### config.mk
export PLATFORM = sky130hd
export DESIGN_NAME = gear_shift_sequencer_flat
export DESIGN_NICKNAME = d
export VERILOG_FILES = /design/src/rtl/gear_shift_sequencer_pkg.sv /design/src/rtl/gear_shift_sequencer_if.sv /design/src/rtl/gear_shift_sequencer_timer.sv /design/src/rtl/gear_shift_sequencer.sv /design/src/flat_wrapper.sv
export SDC_FILE = /design/constraint.sdc
export NUM_CORES = 1
export LEC_CHECK = 0
export ABC_CLOCK_PERIOD_IN_PS = 3100
export BUFFER_PORTS_ARGS = -buffer_cell sky130_fd_sc_hd__buf_4
export CAP_MARGIN = 5
export CORE_UTILIZATION = 40
export CTS_CLUSTER_SIZE = 28
export DETAILED_ROUTE_END_ITERATION = 12
export SLEW_MARGIN = 10
export SYNTH_ARGS = -nofsm -noshare
export SYNTH_HDL_FRONTEND = slang
export SYNTH_HIERARCHICAL = 1
export SYNTH_SLANG_ARGS = --single-unit
### constraint.sdc
create_clock -name clk -period 3.1 [get_ports clk]
set_clock_uncertainty 0.2 [all_clocks]
set_input_delay 0 -clock clk [delete_from_list [all_inputs] [get_ports clk]]
set_output_delay 0 -clock clk [all_outputs]
set_load 0.03 [all_outputs]
### src/rtl/gear_shift_sequencer_pkg.sv
// Shared types for the gear shift sequencer: FSM states, gear codes and the
// per-gear speed ceiling used to decide whether a rev-match is needed.
package gear_shift_pkg;

  typedef enum logic [1:0] {
    IDLE      = 2'd0,
    QUALIFY   = 2'd1,
    REV_MATCH = 2'd2,
    ENGAGE    = 2'd3
  } state_e;

  localparam logic [2:0] GEAR_N       = 3'd0;
  localparam logic [2:0] GEAR_R       = 3'd6;
  localparam logic [2:0] GEAR_INVALID = 3'd7;

  // Highest speed level the gear can be engaged at.
  function automatic logic [3:0] tmax(input logic [2:0] g);
    case (g)
      GEAR_N:  tmax = 4'd15;
      3'd1:    tmax = 4'd3;
      3'd2:    tmax = 4'd6;
      3'd3:    tmax = 4'd9;
      3'd4:    tmax = 4'd12;
      3'd5:    tmax = 4'd15;
      GEAR_R:  tmax = 4'd0;
      default: tmax = 4'd0;
    endcase
  endfunction

endpackage

### src/rtl/gear_shift_sequencer_if.sv
// Gear request / pulse bus between gear_ctrl, the shift sequencer and rpm_ctrl.
interface gear_shift_sequencer_if;
  logic [2:0] gear_req;
  logic       accel_pulse_in;
  logic       decel_pulse_in;
  logic [3:0] speed_level;
  logic [2:0] gear_out;
  logic       accel_pulse_out;
  logic       decel_pulse_out;
  logic       shift_busy;
  logic       shift_fault;

  modport master (
    output gear_req, accel_pulse_in, decel_pulse_in, speed_level,
    input  gear_out, accel_pulse_out, decel_pulse_out, shift_busy, shift_fault
  );

  modport slave (
    input  gear_req, accel_pulse_in, decel_pulse_in, speed_level,
    output gear_out, accel_pulse_out, decel_pulse_out, shift_busy, shift_fault
  );
endinterface

### src/rtl/gear_shift_sequencer_timer.sv
// shift_interval_timer: saturating up-counter, cleared by clr_i, with a
// terminal-count strobe at MAX-1 and a zero flag.
module shift_interval_timer #(
  parameter int MAX = 20
) (
  input  logic clk,
  input  logic rst,
  input  logic clr_i,
  input  logic en_i,
  output logic tc_o,
  output logic zero_o
);
  localparam int W = (MAX > 1) ? $clog2(MAX) : 1;
  localparam logic [W-1:0] LAST = W'(MAX - 1);

  logic [W-1:0] cnt_q, cnt_d;

  always_comb begin
    cnt_d = cnt_q;
    if (clr_i)                     cnt_d = '0;
    else if (en_i && cnt_q != LAST) cnt_d = cnt_q + 1'b1;
  end

  always_ff @(posedge clk) begin
    if (rst) cnt_q <= '0;
    else     cnt_q <= cnt_d;
  end

  assign tc_o   = (cnt_q == LAST);
  assign zero_o = (cnt_q == '0);
endmodule

### src/rtl/gear_shift_sequencer.sv
// Gear shift sequencer: qualifies gear requests, rev-matches with decel pulses,
// holds an engage window, commits. Option: GEAR_SHIFT_FAULT_LATCH_EN (sticky fault).
module gear_shift_sequencer
  import gear_shift_pkg::*;
#(
  parameter int STABLE_CYCLES  = 20,
  parameter int DECEL_INTERVAL = 50,
  parameter int ENGAGE_CYCLES  = 200,
  parameter int TIMEOUT_CYCLES = 1000
) (
  input  logic                  clk,
  input  logic                  rst,
  gear_shift_sequencer_if.slave bus
);
  state_e     state_q, state_d;
  logic [2:0] cand_q, cand_d, gear_q, gear_d;
  logic       acc_q, acc_d, dec_q, dec_d, busy_q, busy_d, fault_q, fault_d;

  logic stab_tc, stab_zero, iv_tc, iv_zero, to_tc, to_zero, eng_tc, eng_zero;
  logic unused_zero;
  logic stab_reload, fault_set, commit;

  logic [2:0] eff_req;
  logic       no_req, speed_ok, ua, ud;

  // An invalid request code means "keep the current gear".
  assign eff_req  = (bus.gear_req == GEAR_INVALID) ? gear_q : bus.gear_req;
  assign no_req   = (eff_req == gear_q);
  assign speed_ok = (bus.speed_level <= tmax(cand_q));
  assign ua       = bus.accel_pulse_in & ~bus.decel_pulse_in;
  assign ud       = bus.decel_pulse_in & ~bus.accel_pulse_in;

  shift_interval_timer #(.MAX(STABLE_CYCLES)) u_stab (
    .clk(clk), .rst(rst), .clr_i(state_q != QUALIFY || stab_reload),
    .en_i(1'b1), .tc_o(stab_tc), .zero_o(stab_zero));

  shift_interval_timer #(.MAX(DECEL_INTERVAL)) u_iv (
    .clk(clk), .rst(rst), .clr_i(state_q != REV_MATCH || iv_tc),
    .en_i(1'b1), .tc_o(iv_tc), .zero_o(iv_zero));

  shift_interval_timer #(.MAX(TIMEOUT_CYCLES)) u_to (
    .clk(clk), .rst(rst), .clr_i(state_q != REV_MATCH),
    .en_i(1'b1), .tc_o(to_tc), .zero_o(to_zero));

  shift_interval_timer #(.MAX(ENGAGE_CYCLES)) u_eng (
    .clk(clk), .rst(rst), .clr_i(state_q != ENGAGE),
    .en_i(1'b1), .tc_o(eng_tc), .zero_o(eng_zero));

  assign unused_zero = stab_zero ^ to_zero ^ eng_zero;

  always_comb begin
    state_d     = state_q;
    cand_d      = cand_q;
    gear_d      = gear_q;
    stab_reload = 1'b0;
    fault_set   = 1'b0;
    commit      = 1'b0;
    case (state_q)
      IDLE: if (!no_req) begin
        state_d = QUALIFY;
        cand_d  = bus.gear_req;
      end
      QUALIFY: begin
        if (eff_req != cand_q) begin
          if (no_req) state_d = IDLE;
          else begin
            cand_d      = bus.gear_req;
            stab_reload = 1'b1;
          end
        end else if (stab_tc) begin
          state_d = speed_ok ? ENGAGE : REV_MATCH;
        end
      end
      // Exit priority: speed match, then request change, then timeout.
      REV_MATCH: begin
        if (speed_ok) state_d = ENGAGE;
        else if (eff_req != cand_q) begin
          if (no_req) state_d = IDLE;
          else begin
            state_d = QUALIFY;
            cand_d  = bus.gear_req;
          end
        end else if (to_tc) begin
          state_d   = IDLE;
          fault_set = 1'b1;
        end
      end
      ENGAGE: if (eng_tc) begin
        state_d = IDLE;
        gear_d  = cand_q;
        commit  = 1'b1;
      end
      default: state_d = IDLE;
    endcase
  end

  always_comb begin
    acc_d = 1'b0;
    dec_d = 1'b0;
    case (state_q)
      IDLE, QUALIFY: begin
        acc_d = ua;
        dec_d = ud;
      end
      REV_MATCH: dec_d = ud | (iv_zero && state_d == REV_MATCH);
      default: ;
    endcase
    // Gate by the state the registered pulse will coincide with.
    if (state_d == ENGAGE) begin
      acc_d = 1'b0;
      dec_d = 1'b0;
    end
    if (state_d == REV_MATCH) acc_d = 1'b0;

    busy_d = (state_d == REV_MATCH) || (state_d == ENGAGE);
`ifdef GEAR_SHIFT_FAULT_LATCH_EN
    fault_d = (fault_q | fault_set) & ~commit;
`else
    fault_d = fault_set;
`endif
  end

  always_ff @(posedge clk) begin
    if (rst) begin
      state_q <= IDLE;
      cand_q  <= GEAR_N;
      gear_q  <= GEAR_N;
      acc_q   <= 1'b0;
      dec_q   <= 1'b0;
      busy_q  <= 1'b0;
      fault_q <= 1'b0;
    end else begin
      state_q <= state_d;
      cand_q  <= cand_d;
      gear_q  <= gear_d;
      acc_q   <= acc_d;
      dec_q   <= dec_d;
      busy_q  <= busy_d;
      fault_q <= fault_d;
    end
  end

  assign bus.gear_out        = gear_q;
  assign bus.accel_pulse_out = acc_q;
  assign bus.decel_pulse_out = dec_q;
  assign bus.shift_busy      = busy_q;
  assign bus.shift_fault     = fault_q;
endmodule

### src/flat_wrapper.sv
// flat-port wrapper written by rule: the top's interface ports become plain ports
module gear_shift_sequencer_flat import gear_shift_pkg::*;
#(
  parameter int STABLE_CYCLES  = 20,
  parameter int DECEL_INTERVAL = 50,
  parameter int ENGAGE_CYCLES  = 200,
  parameter int TIMEOUT_CYCLES = 1000
)
  (clk, rst, bus_gear_req, bus_accel_pulse_in, bus_decel_pulse_in, bus_speed_level, bus_gear_out, bus_accel_pulse_out, bus_decel_pulse_out, bus_shift_busy, bus_shift_fault);
  gear_shift_sequencer_if bus_i ();
  input  logic clk;
  input  logic rst;
  input wire logic [$bits(bus_i.gear_req)-1:0] bus_gear_req;
  input wire logic [$bits(bus_i.accel_pulse_in)-1:0] bus_accel_pulse_in;
  input wire logic [$bits(bus_i.decel_pulse_in)-1:0] bus_decel_pulse_in;
  input wire logic [$bits(bus_i.speed_level)-1:0] bus_speed_level;
  output wire logic [$bits(bus_i.gear_out)-1:0] bus_gear_out;
  output wire logic [$bits(bus_i.accel_pulse_out)-1:0] bus_accel_pulse_out;
  output wire logic [$bits(bus_i.decel_pulse_out)-1:0] bus_decel_pulse_out;
  output wire logic [$bits(bus_i.shift_busy)-1:0] bus_shift_busy;
  output wire logic [$bits(bus_i.shift_fault)-1:0] bus_shift_fault;
  assign bus_i.gear_req = bus_gear_req;
  assign bus_i.accel_pulse_in = bus_accel_pulse_in;
  assign bus_i.decel_pulse_in = bus_decel_pulse_in;
  assign bus_i.speed_level = bus_speed_level;
  assign bus_gear_out = bus_i.gear_out;
  assign bus_accel_pulse_out = bus_i.accel_pulse_out;
  assign bus_decel_pulse_out = bus_i.decel_pulse_out;
  assign bus_shift_busy = bus_i.shift_busy;
  assign bus_shift_fault = bus_i.shift_fault;
  gear_shift_sequencer #(.STABLE_CYCLES(STABLE_CYCLES), .DECEL_INTERVAL(DECEL_INTERVAL), .ENGAGE_CYCLES(ENGAGE_CYCLES), .TIMEOUT_CYCLES(TIMEOUT_CYCLES)) u_core (.clk(clk), .rst(rst), .bus(bus_i));
endmodule
# Word-level counts from Yosys, hierarchy flattened
# Cells that the tools add are included.
# classes
n_reduce_logical	19
addsub	4
n_bitwise	7
eq_ne	25
n_lt_le_gt_ge	1
n_mux	22
# op_table
cell	n
$pmux W4 S5	1
$mux W2	8
$reduce_or A2 Y1	7
$mux W3	4
$add A10 B1 Y10 const B	1
$eq A10 B10 Y1 const B	1
$ne A10 B10 Y1 const B	1
$eq A3 B3 Y1 const B	3
$pmux W3 S3	1
$add A8 B1 Y8 const B	1
$eq A2 B2 Y1 const B	4
$eq A8 B8 Y1 const B	1
$ne A8 B8 Y1 const B	1
$pmux W2 S4	1
$reduce_or A4 Y1	2
$add A6 B1 Y6 const B	1
$eq A3 B2 Y1 const B	2
$eq A6 B6 Y1 const B	1
$logic_not A6 Y1	1
$mux W1	6
$ne A2 B2 Y1 const B	3
$ne A6 B6 Y1 const B	1
$add A5 B1 Y5 const B	1
$eq A5 B5 Y1 const B	1
other kinds (17)	24
# word_totals
wordCells	89
out_inout_bits	7
input_bits	11
register_bits	41

# Longest topological paths before layout
# Gate-level depths: netlist of run 1.
# logic_depth
depth_word	12
ltp_mapped	13
depth_no_buf	11

# By module
# Netlist of run 1, hierarchy kept.
# by_module_without_submodules
module	seq_area_each_um2	instances	cells_each	area_each_um2
gear_shift_sequencer	220.2	1	131	1039.7
shift_interval_timer (u_core.u_to)	200.2	1	78	628.1
shift_interval_timer (u_core.u_eng)	160.2	1	50	441.7
shift_interval_timer (u_core.u_iv)	120.1	1	39	329.1
shift_interval_timer (u_core.u_stab)	100.1	1	29	260.2

# Worst setup path after synthesis of run 1
# Ideal clock, no wire load.
# synth_path
path_kind	register to register
from	register u_core.cand_q[1]
to	register u_core.state_q[1]
setup_slack_ps	551
period_less_slack_ps	2549
required_ps	2772
setup_ps	128
arrival_ps	2221
stages_incl_launch_ff	10
path_buffers	1
path_cell_list	dfxtp_1 clkbuf_1 xnor2_1 ha_1 and2_1 a32o_1 a31o_2 a211o_1 or2_1 nor2b_1
# synth_between
elab_chain_len	6
word_cells_on_any_way	14
classes_between	1 x order compare; 6 x eq/ne; 5 x mux; 2 x reduce/logical
# synth_rtl
item	line_no	rtl
start: declaration	gear_shift_sequencer.sv:16	logic [2:0] cand_q, cand_d, gear_q, gear_d;
start signal: assignment	gear_shift_sequencer.sv:134	cand_q <= cand_d;
$eq A3 B3 Y1 or $logic_not A3 Y1 (tied branches)	gear_shift_sequencer_pkg.sv:18	case (g)
$reduce_or A2 Y1 (no source line)	-	
$pmux W4 S5	gear_shift_sequencer_pkg.sv:18	
$le A4 B4 Y1	gear_shift_sequencer.sv:29	assign speed_ok = (bus.speed_level <= tmax(cand_q));
$mux W2	gear_shift_sequencer.sv:76	if (speed_ok) state_d = ENGAGE;
$pmux W2 S4 *	gear_shift_sequencer.sv:58	case (state_q)
end signal: assignment	gear_shift_sequencer.sv:133	state_q <= state_d;
end: declaration	gear_shift_sequencer.sv:15	state_e state_q, state_d;
# Every way passes the cells marked *; elsewhere a longest branch is shown, timed or not.
# A chain may end at the register's enable or synchronous reset.

# Worst setup path after layout of run 1
# layout_path
from	register u_core.cand_q[0]
to	register u_core.state_q[1]
# The elaborated chain is that of the path after synthesis.

==> Flow_metrics.wiki, run 1 <==
{| class="wikitable"
! Metric !! Value
|-
| Max cap viols || 0
|-
| Arrival time of the worst setup path || 2700 ps
|-
| Gate count of the mapped netlist || 320
|-
| Total core area || 0.00639 mm²
|-
| TritonCTS clock tree || yes
|-
| Required time at the endpoint of the critical path || 3080 ps
|-
| Number of buffers on the longest clock path || 2
|-
| Final standard cell area without fillers || 0.00303 mm²
|-
| CTS H-tree depth || 2
|-
| Antenna diode count || 0
|-
| Mean cell area of the mapped netlist || 8.30 µm²
|-
| Total clock buffers created by CTS || 5
|-
| DIE HEIGHT || about 84 µm
|-
| Weighted congestion reported at the end of routability-driven placement || 0.830
|-
| Via count of the first global-routing pass || 2,131
|-
| CTS clock-pin slew for the worst setup and hold paths || roughly 80 ps
|-
| Filler cells || about 630
|-
| Status || finished clean
|-
| Overflow left after global routing || 0
|-
| Antenna violations before repair || 0
|-
| Number of gates resized after cts || 0
|-
| Proportion of layout cells with a drive suffix above 1 || 12.2%
|-
| Placed Instance Area || 0.00285 mm²
|-
| Initial core utilization || 41.6%
|-
| Count of endpoints failing hold in the final timing report || 0
|-
| Final setup TNS || 0 ps
|-
| Routed len/inst || 12.4 µm
|-
| Detailed placement HPWL || approximately 3800 µm
|-
| P per Cell Area || 357 mW/mm²
|-
| Rows || 29
|-
| Layout area overhead || 14.1%
|-
| GRT Overall Usage || 16.3%
|-
| Highest attainable clock frequency || 368 MHz
|-
| Crit path launch type || register
|-
| Crit path max fanout || 9
|-
| Tcrit/Tclk final || 87.7%
|-
| Die Footprint || approximately 0.007 mm²
|-
| Area of combinational cells with multiple inputs || 0.00173 mm²
|-
| Kind of end point of the critical path || register
|-
| Number of ports placed on the die boundary || 18
|-
| Setup repair after global routing missed its margin || no
|-
| Static Leakage || 1.12 nW
|-
| Wire length reported by the detailed router || 5340 µm
|-
| Average via count per standard cell || 5.33
|-
| Drc violations || 0
|-
| IO buf count || 17
|-
| Critical path class || reg2reg
|-
| Post-route ant nets || 0
|-
| Pin count of the biggest net entering global routing || 25
|-
| Total number of nets in the final design || 382
|-
| Die W || 83.5 µm
|-
| Insertion delay of the later-clocked pin in the worst-skew pair || 290 ps
|-
| Number of setup violations in the final report || 0
|-
| Count of routing violations after the opening detailed-route iteration || 107
|-
| Hold Crit Class || in2reg
|-
| Drt first pass iters || 4
|-
| Final Max Tran Viols || 0
|-
| Clk sink count || 40
|-
| Final core occ || 47.5%
|-
| Library cell used as clock root buffer || sky130_fd_sc_hd__clkbuf_8
|-
| Largest voltage drop on the vdd net || 156 µV
|-
| Register area || approximately 800 µm²
|-
| Post-Synthesis Cell Area || 0.00266 mm²
|-
| Number of warnings issued by yosys || 6
|-
| Wire length of the first global-routing pass || 9430 µm
|-
| Post-layout minimum cycle time || 2720 ps
|-
| Vias after detailed routing || around 2.3k
|}
==> stage by stage <==
step	std cells	hold WS, ps	total power [mW]	worst slack (ps)
2_1_floorplan	335	-123	0.634	551
5_1_grt	429	115	1.14	175
4_1_cts	429	54.8	1.10	371
3_5_place_dp	414	102	0.660	384
3_3_place_gp	414	110	0.659	425
6_report	429	58.3	1.08	381
==> what timing repair did <==
item	4_1_cts	5_1_grt
hold endpoints to repair	15	0
hold buffers	7	0
setup buffers	0	0
==> power by group <==
group | total (mW) | leakage [nW] | internal, mW | switching [mW]
Clock | 0.428 | 0.0541 | 0.238 | 0.190
Sequential | 0.529 | 0.323 | 0.519 | 0.00999
Combinational | 0.126 | 0.740 | 0.0571 | 0.0688
Total | 1.08 | 1.12 | 0.815 | 0.268
==> layout make-up <==
cell class,instances,area share [%]
multi-input combinational,256,57.0
sequential,40,26.4
timing repair buffer,26,7.02
tap,77,3.18
inverter,22,2.72
clock buffer,5,2.27
clock inverter,3,1.40
==> worst paths after layout <==
| path | startpoint | slack, ps | endpoint | cells after the start |
|---|---|---|---|---|
| setup / recovery | u_core/cand_q[0] | 380 | u_core/state_q[1] | 9 |
| hold / removal | bus_speed_level[1] | 60 | u_core/bus.shift_fault | 4 |
| setup reg to reg | u_core/cand_q[0] | 380 | u_core/state_q[1] | 9 |
| hold reg to reg | u_core/u_to/cnt_q[9] | 280 | u_core/u_to/cnt_q[9] | 2 |
==> layout by cell type (no fill, tap or decap), drive strengths merged, types with 3 or more instances in the layout <==
| cell | instances |
|---|---|
| o21ai | 14 |
| nand4 | 16 |
| clkbuf | 5 |
| nand3 | 9 |
| ha | 20 |
| o211ai | 3 |
| mux2i | 8 |
| conb | 16 |
| a21oi | 20 |
| nor3 | 4 |
| a211oi | 3 |
| nand3b | 3 |
| and3 | 4 |
| or3 | 10 |
| a31oi | 3 |
| nand4b | 3 |
| dlygate4sd3 | 7 |
| nand2 | 36 |
| dfxtp | 40 |
| nor2b | 5 |
| buf | 19 |
| o31ai | 6 |
| xor2 | 8 |
| nor4 | 5 |
| or2 | 5 |
| nor2 | 17 |
| inv | 22 |
==> worst max-delay path, stage by stage, from the launching register on <==
cell	delay (ps)
sky130_fd_sc_hd__dfxtp_1	480
sky130_fd_sc_hd__nand2_1	130
sky130_fd_sc_hd__xnor2_1	140
sky130_fd_sc_hd__ha_1	290
sky130_fd_sc_hd__and2_1	170
sky130_fd_sc_hd__a32o_1	300
sky130_fd_sc_hd__a31o_2	260
sky130_fd_sc_hd__a211o_1	280
sky130_fd_sc_hd__or2_1	240
sky130_fd_sc_hd__nor2b_1	130
==> per-layer routing <==
metal	GRT usage [%]	share of wire, %
met1	20.3	50
met3	3.46	2.7
met2	27.9	46
met4	5.55	1.2
met5	0	0
==> state kept, by name (all words and copies together) (netlist names), 2 cells and up <==
register	flops
u_core/cand_q	3
u_core/u_stab/cnt_q	5
u_core/bus.gear_out	3
u_core/state_q	2
u_core/u_eng/cnt_q	8
u_core/u_iv/cnt_q	6
u_core/u_to/cnt_q	10
(Power assumes the default switching activity.)
==> run 2, diff against run 1 <==
--- a/config.mk
+++ b/config.mk
@@ -5,12 +5,13 @@
 export SDC_FILE = /design/constraint.sdc
 export NUM_CORES = 1
 export LEC_CHECK = 0
-export ABC_CLOCK_PERIOD_IN_PS = 3100
+export ABC_CLOCK_PERIOD_IN_PS = 2500
 export BUFFER_PORTS_ARGS = -buffer_cell sky130_fd_sc_hd__buf_4
 export CAP_MARGIN = 5
 export CORE_UTILIZATION = 40
 export CTS_CLUSTER_SIZE = 28
 export DETAILED_ROUTE_END_ITERATION = 12
+export MAX_ROUTING_LAYER = met4
 export SLEW_MARGIN = 10
 export SYNTH_ARGS = -nofsm -noshare
 export SYNTH_HDL_FRONTEND = slang
==> constraint.sdc (replaced) <==
create_clock -name clk -period 2.5 [get_ports clk]
set_clock_uncertainty 0.2 [all_clocks]
set_input_delay 0 -clock clk [delete_from_list [all_inputs] [get_ports clk]]
set_output_delay 0 -clock clk [all_outputs]
set_load 0.03 [all_outputs]
==> Flow_metrics.wiki, run 2 (synthesized netlist as in run 1, its figures left out) <==
{| class="wikitable"
! Metric !! Value
|-
| Number of buffers on the longest clock path || 2 (unchanged)
|-
| Top Family by Delay on Critical Path || compound AO/OA/AOI/OAI gates
|-
| DIE HEIGHT || 83.5 µm (unchanged)
|-
| Insertion delay of the later-clocked pin in the worst-skew pair || 290 ps (about the same)
|-
| CTS H-tree depth || 2 (unchanged)
|-
| Pin count of the biggest net entering global routing || 25 (unchanged)
|-
| Rel. slew slack || 56.7%
|-
| Final std cells w/o fill || 442 (+3.0%)
|-
| Weighted congestion reported at the end of routability-driven placement || 0.821 (-1.1%)
|-
| GRT Overall Usage || 17.3% (+0.99 points)
|-
| IO buf count || 17 (unchanged)
|-
| Via count of the first global-routing pass || 2,140 (+0.42%)
|-
| Die W || 83.5 µm (unchanged)
|-
| Clk sink count || 40 (unchanged)
|-
| Commonest non-fill, non-tap cells in the layout || sky130_fd_sc_hd__dfxtp_1 (37), sky130_fd_sc_hd__nand2_1 (35), sky130_fd_sc_hd__buf_4 (31), sky130_fd_sc_hd__inv_1 (20)
|-
| Layout area overhead || 19.5%
|-
| Cell count after placement || 427 (+3.1%)
|-
| Post-route ant nets || 0 (unchanged)
|-
| Final Max Tran Viols || 0 (unchanged)
|-
| Flip-flop count of the largest register after layout || 10 (unchanged)
|-
| Static Leakage || 1.19 nW (+6.9%)
|-
| Detailed placement HPWL || 4030 µm (+6.6%)
|-
| Wire length reported by the detailed router || 5650 µm (+5.7%)
|-
| Antenna violations before repair || 0 (unchanged)
|-
| Initial core utilization || 41.6% (unchanged)
|-
| Drt first pass iters || 4 (unchanged)
|-
| Setup repair after global routing missed its margin || yes
|-
| Critical path class || reg2reg
|-
| Buffering stage count on the worst path with inverters included || 1 (+1)
|-
| Count of routing violations after the opening detailed-route iteration || 104 (-2.8%)
|-
| Overflow left after global routing || 0 (unchanged)
|-
| P per Cell Area || 400 mW/mm² (+12%)
|-
| Kind of end point of the critical path || register
|-
| Max cap viols || 0 (unchanged)
|-
| Hold_ws || 126 ps (+67.7 ps)
|-
| Area of combinational cells with multiple inputs || 0.00179 mm² (+3.5%)
|-
| Arrival time of the worst setup path || 2500 ps (-200 ps)
|-
| Violations in the final reports || setup timing
|-
| Final standard cell area without fillers || 0.00318 mm² (+4.8%)
|-
| TritonCTS clock tree || yes
|-
| Largest voltage drop on the vdd net || 220 µV (+41%)
|-
| Tcrit/Tclk final || 101% (+13 points)
|-
| Hold Crit Class || in2reg
|-
| Worst path cell trace || inv_2 > nand2_4 > xnor2_2 > ha_1 > and2_4 > o21ai_2 > a32o_2 > a31o_2 > a211o_1 > or2_4 > nor2b_4
|-
| Proportion of layout cells with a drive suffix above 1 || 19.7% (+7.5 points)
|-
| Crit path max fanout || 3 (-6)
|-
| Fin worst setup slack || -15.9 ps (-397 ps)
|-
| Vias after detailed routing || 2,326 (+1.7%)
|-
| Count of endpoints failing hold in the final timing report || 0 (unchanged)
|-
| Worst-Margin Slew || around 650 ps
|-
| Slowest-stage cell, CP || sky130_fd_sc_hd__dfxtp_2
|-
| Number of ports placed on the die boundary || 18 (unchanged)
|-
| Placed Instance Area || 0.00295 mm² (+3.5%)
|-
| Required time at the endpoint of the critical path || 2490 ps (-590 ps)
|-
| Delay of the slowest cell on the worst path || 340 ps (-140 ps)
|-
| Drc violations || 0 (unchanged)
|-
| Crit path launch type || register
|-
| Antenna diode count || 0 (unchanged)
|-
| Total core area || 0.00639 mm² (unchanged)
|-
| Total clock buffers created by CTS || 5 (unchanged)
|-
| Wire length of the first global-routing pass || 9720 µm (+3.0%)
|-
| Top register by number of flip-flops || u_core/u_to/cnt_q
|-
| Post-layout minimum cycle time || 2520 ps (-203 ps)
|-
| CTS clock-pin slew for the worst setup and hold paths || 80 ps (about the same)
|-
| Commonest non-fill, non-tap cell in the layout || sky130_fd_sc_hd__dfxtp_1
|-
| Rows || 29 (unchanged)
|-
| Library cell used as clock root buffer || sky130_fd_sc_hd__clkbuf_8
|-
| Routed len/inst || 12.8 µm (+2.6%)
|-
| Number of setup violations in the final report || 1 (+1)
|-
| Register area || 807 µm² (+0.78%)
|-
| Status || finished with violations
|-
| Average via count per standard cell || 5.26 (-1.3%)
|-
| Top flop regs || u_core/u_to/cnt_q x10, u_core/u_eng/cnt_q x8, u_core/u_iv/cnt_q x6
|-
| Die Footprint || 0.00697 mm² (unchanged)
|-
| R2R Setup Slk || -20 ps (-400 ps)
|-
| Total number of nets in the final design || 396 (+3.7%)
|-
| Filler cells || 624 (-0.79%)
|-
| Highest attainable clock frequency || 397 MHz (+8.1%)
|}
-- run 2: cell count changes in the layout (fill, tap and decap cells not counted), moves of 2 or more --
cell	before	now
sky130_fd_sc_hd__nor2b_4	0	2
sky130_fd_sc_hd__o21ai_0	13	11
sky130_fd_sc_hd__o21ai_2	0	2
sky130_fd_sc_hd__dfxtp_2	0	2
sky130_fd_sc_hd__buf_6	0	2
sky130_fd_sc_hd__nor2b_1	5	3
sky130_fd_sc_hd__dfxtp_1	40	37
sky130_fd_sc_hd__buf_4	19	31
-- run 2: layout make-up --
| type | count | area share [%] |
|---|---|---|
| Multi-Input combinational cell | 256 | 56.3 |
| Sequential cell | 40 | 25.4 |
| Timing Repair Buffer | 40 | 10.2 |
| Tap cell | 77 | 3.03 |
| Inverter | 22 | 2.60 |
| Clock buffer | 6 | 2.28 |
| Clock inverter | 1 | 0.158 |
-- run 2: worst register-to-register path, cell delays in order, from the launching register on --
cell and delay [ps]:
sky130_fd_sc_hd__dfxtp_2 340, sky130_fd_sc_hd__inv_2 80, sky130_fd_sc_hd__nand2_4 60, sky130_fd_sc_hd__xnor2_2 130, sky130_fd_sc_hd__ha_1 290, sky130_fd_sc_hd__and2_4 150, sky130_fd_sc_hd__o21ai_2 40, sky130_fd_sc_hd__a32o_2 250
sky130_fd_sc_hd__a31o_2 240, sky130_fd_sc_hd__a211o_1 260, sky130_fd_sc_hd__or2_4 250, sky130_fd_sc_hd__nor2b_4 120
-- run 2: routing by layer --
layer  vias up  wire length, µm  global-route usage [%]
met1      1066             2800                    22.1
li1       1232                -                       -
met4         0               82                    6.32
met3         6              135                    2.97
met2        22             2630                    27.4
met5         -                0                       -
-- run 2: timing repair --
action,in CTS,in global routing
setup endpoints to repair,4,7
hold buffers,7,0
hold endpoints to repair,15,0
setup buffers,1,0
resized for setup,8,14
pin swaps,7,5
-- run 2: path summary, 6_finish.rpt --
path                   startpoint                      to  cells past startpoint
min reg2reg  u_core/u_to/cnt_q[9]    u_core/u_to/cnt_q[9]                      2
min            bus_speed_level[1]  u_core/bus.shift_fault                      5
max              u_core/cand_q[2]       u_core/state_q[1]                     11
max reg2reg      u_core/cand_q[2]       u_core/state_q[1]                     11
-- run 2: through the flow --
stage	utilization [%]	setup WS, ps	power [mW]	TNS, ps
after global placement	46.2	-19.4	0.829	-19.4
after detailed placement	46.2	-70.3	0.832	-76.5
after floorplan	-	3.51	0.789	0
after CTS	48.9	1.71	1.28	0
final	49.7	-15.9	1.27	-15.9
after global routing	49.7	-110	1.34	-533
-- run 2: power by group --
part	total, mW	switching, mW	internal (mW)
Sequential	0.655	0.0106	0.645
Combinational	0.201	0.103	0.0984
Clock	0.414	0.224	0.190
==> run 3, diff against run 2 <==
--- a/config.mk
+++ b/config.mk
@@ -5,13 +5,15 @@
 export SDC_FILE = /design/constraint.sdc
 export NUM_CORES = 1
 export LEC_CHECK = 0
-export ABC_CLOCK_PERIOD_IN_PS = 2500
+export ABC_CLOCK_PERIOD_IN_PS = 2200
 export BUFFER_PORTS_ARGS = -buffer_cell sky130_fd_sc_hd__buf_4
 export CAP_MARGIN = 5
 export CORE_UTILIZATION = 40
 export CTS_CLUSTER_SIZE = 28
 export DETAILED_ROUTE_END_ITERATION = 12
 export MAX_ROUTING_LAYER = met4
+export RECOVER_POWER = 25
+export SKIP_CTS_REPAIR_TIMING = 1
 export SLEW_MARGIN = 10
 export SYNTH_ARGS = -nofsm -noshare
 export SYNTH_HDL_FRONTEND = slang
==> constraint.sdc (replaced) <==
create_clock -name clk -period 2.2 [get_ports clk]
set_clock_uncertainty 0.2 [all_clocks]
set_input_delay 0 -clock clk [delete_from_list [all_inputs] [get_ports clk]]
set_output_delay 0 -clock clk [all_outputs]
set_load 0.03 [all_outputs]
==> Flow_metrics.wiki, run 3 (synthesized netlist as in run 1, its figures left out) <==
{| class="wikitable"
! Metric !! Value
|-
| R2R Setup Slk || -280 ps (-260 ps)
|-
| Weighted congestion reported at the end of routability-driven placement || 0.807 (-1.7%)
|-
| Flip-flop count of the largest register after layout || 10 (unchanged)
|-
| IO buf count || 17 (unchanged)
|-
| Overflow left after global routing || 0 (unchanged)
|-
| Wire length reported by the detailed router || 5730 µm (+1.5%)
|-
| Wire length of the first global-routing pass || 10,200 µm (+5.0%)
|-
| Count of routing violations after the opening detailed-route iteration || 159 (+53%)
|-
| Drc violations || 0 (unchanged)
|-
| Hold_ws || 126 ps (-0.417 ps)
|-
| Number of instances on the worst hold path || 5 (unchanged)
|-
| Antenna diode count || 0 (unchanged)
|-
| Count of endpoints failing hold in the final timing report || 0 (unchanged)
|-
| Cell count after placement || 445 (+4.2%)
|-
| Die Footprint || 0.00697 mm² (unchanged)
|-
| Top register by number of flip-flops || u_core/u_to/cnt_q
|-
| Insertion delay of the later-clocked pin in the worst-skew pair || 280 ps (about the same)
|-
| TritonCTS clock tree || yes
|-
| Total core area || 0.00639 mm² (unchanged)
|-
| Final Max Tran Viols || 0 (unchanged)
|-
| Largest voltage drop on the vdd net || 247 µV (+13%)
|-
| Detailed placement HPWL || 4200 µm (+4.3%)
|-
| GRT Overall Usage || 17.9% (+0.65 points)
|-
| Tcrit/Tclk final || 113% (+12 points)
|-
| Antenna violations before repair || 0 (unchanged)
|-
| Highest attainable clock frequency || 403 MHz (+1.4%)
|-
| P per Cell Area || 437 mW/mm² (+9.2%)
|-
| Violations in the final reports || setup timing
|-
| Max cap viols || 0 (unchanged)
|-
| Final core occ || 50.8% (+1.1 points)
|-
| Final setup TNS || -1510 ps (-1490 ps)
|-
| Pin count of the biggest net entering global routing || 25 (unchanged)
|-
| Via count of the first global-routing pass || 2,401 (+12%)
|-
| Setup repair after global routing missed its margin || yes
|-
| Static Leakage || 1.26 nW (+5.3%)
|-
| Library cell used as clock root buffer || sky130_fd_sc_hd__clkbuf_8
|-
| Total number of nets in the final design || 414 (+4.5%)
|-
| DIE HEIGHT || 83.5 µm (unchanged)
|-
| Vias after detailed routing || 2,449 (+5.3%)
|-
| Required time at the endpoint of the critical path || 2170 ps (-320 ps)
|-
| Status || finished with violations
|-
| Top flop regs || u_core/u_to/cnt_q x10, u_core/u_eng/cnt_q x8, u_core/u_iv/cnt_q x6
|-
| Commonest non-fill, non-tap cells in the layout || sky130_fd_sc_hd__buf_4 (44), sky130_fd_sc_hd__dfxtp_1 (37), sky130_fd_sc_hd__nand2_1 (34), sky130_fd_sc_hd__a21oi_1 (20), sky130_fd_sc_hd__ha_1 (20)
|-
| Average via count per standard cell || 5.32 (+1.2%)
|-
| Hold Crit Class || in2reg
|-
| CTS H-tree depth || 2 (unchanged)
|-
| Rows || 29 (unchanged)
|-
| Initial core utilization || 41.6% (unchanged)
|-
| Placed Instance Area || 0.00309 mm² (+4.9%)
|-
| Final standard cell area without fillers || 0.00325 mm² (+2.2%)
|-
| Layout area overhead || 22.2%
|-
| CTS clock-pin slew for the worst setup and hold paths || 80 ps (about the same)
|-
| Post-layout minimum cycle time || 2480 ps (-35.6 ps)
|-
| Crit path max fanout || 3 (unchanged)
|-
| Total clock buffers created by CTS || 5 (unchanged)
|-
| Clk sink count || 40 (unchanged)
|-
| Drt first pass iters || 4 (unchanged)
|-
| Post-route ant nets || 0 (unchanged)
|-
| Crit path launch type || register
|-
| Die W || 83.5 µm (unchanged)
|-
| Final std cells w/o fill || 460 (+4.1%)
|-
| Fin worst setup slack || -280 ps (-264 ps)
|-
| Arrival time of the worst setup path || 2450 ps (-50 ps)
|-
| Number of buffers on the longest clock path || 2 (unchanged)
|-
| Kind of end point of the critical path || register
|-
| Routed len/inst || 12.5 µm (-2.5%)
|-
| Number of setup violations in the final report || 7 (+6)
|-
| Critical path class || reg2reg
|-
| Proportion of layout cells with a drive suffix above 1 || 20.4% (+0.64 points)
|-
| Depth of the worst register-to-register path || 11 (unchanged)
|-
| Number of ports placed on the die boundary || 18 (unchanged)
|-
| Commonest non-fill, non-tap cell in the layout || sky130_fd_sc_hd__buf_4
|}
==> run 3: cell types whose count changed in the layout (fill, tap and decap cells not counted), moves of 2 or more <==
cell / previous run / this run
sky130_fd_sc_hd__nor2b_4: 2 / 0
sky130_fd_sc_hd__nor2b_1: 3 / 5
sky130_fd_sc_hd__buf_4: 31 / 44
sky130_fd_sc_hd__clkbuf_1: 1 / 8
sky130_fd_sc_hd__buf_6: 2 / 0
==> run 3: final timing paths <==
check	from	endpoint
worst max-delay path	u_core/cand_q[2]	u_core/state_q[1]
worst min-delay path	bus_speed_level[1]	u_core/bus.shift_fault
worst max register to register	u_core/cand_q[2]	u_core/state_q[1]
worst min register to register	u_core/u_to/cnt_q[9]	u_core/u_to/cnt_q[9]
==> run 3: cell type report <==
cell class	instances	area, µm²
clock inverters	1	5.00
inverters	22	82.6
flip-flops and latches	40	805
well taps	77	96.3
repair buffers	58	427
multi-input cells	256	1760
clock buffers	6	72.6
fillers	614	3140
==> run 3: metal layers <==
metal | vias to the layer above | track usage [%] | share of wire, %
met5 | - | - | 0
met4 | 0 | 4.62 | 0.66
met3 | 4 | 3.36 | 3.2
met2 | 33 | 30.6 | 48
met1 | 1145 | 21.8 | 48
li1 | 1267 | - | -
==> run 3: report_power, final <==
part | internal (mW) | leakage (nW) | total (mW) | switching, mW
Combinational | 0.103 | 0.893 | 0.218 | 0.115
Sequential | 0.733 | 0.324 | 0.744 | 0.0108
Clock | 0.216 | 0.0410 | 0.457 | 0.241
Total | 1.05 | 1.26 | 1.42 | 0.367
==> run 3: critical path: stages, from the launching register on <==
cell and delay [ps]:
sky130_fd_sc_hd__dfxtp_2 330, sky130_fd_sc_hd__inv_2 80, sky130_fd_sc_hd__nand2_4 60, sky130_fd_sc_hd__xnor2_1 120, sky130_fd_sc_hd__ha_1 300, sky130_fd_sc_hd__and2_4 150
sky130_fd_sc_hd__o21ai_2 50, sky130_fd_sc_hd__a32o_2 240, sky130_fd_sc_hd__a31o_2 230, sky130_fd_sc_hd__a211o_1 240, sky130_fd_sc_hd__or2_1 240, sky130_fd_sc_hd__nor2b_1 140
==> run 3: metrics by stage <==
step / worst slack [ps] / total power [mW]
2_1_floorplan: -219 / 0.901
3_3_place_gp: -233 / 0.950
3_5_place_dp: -301 / 0.953
4_1_cts: -310 / 1.42
5_1_grt: -396 / 1.50
6_report: -280 / 1.42
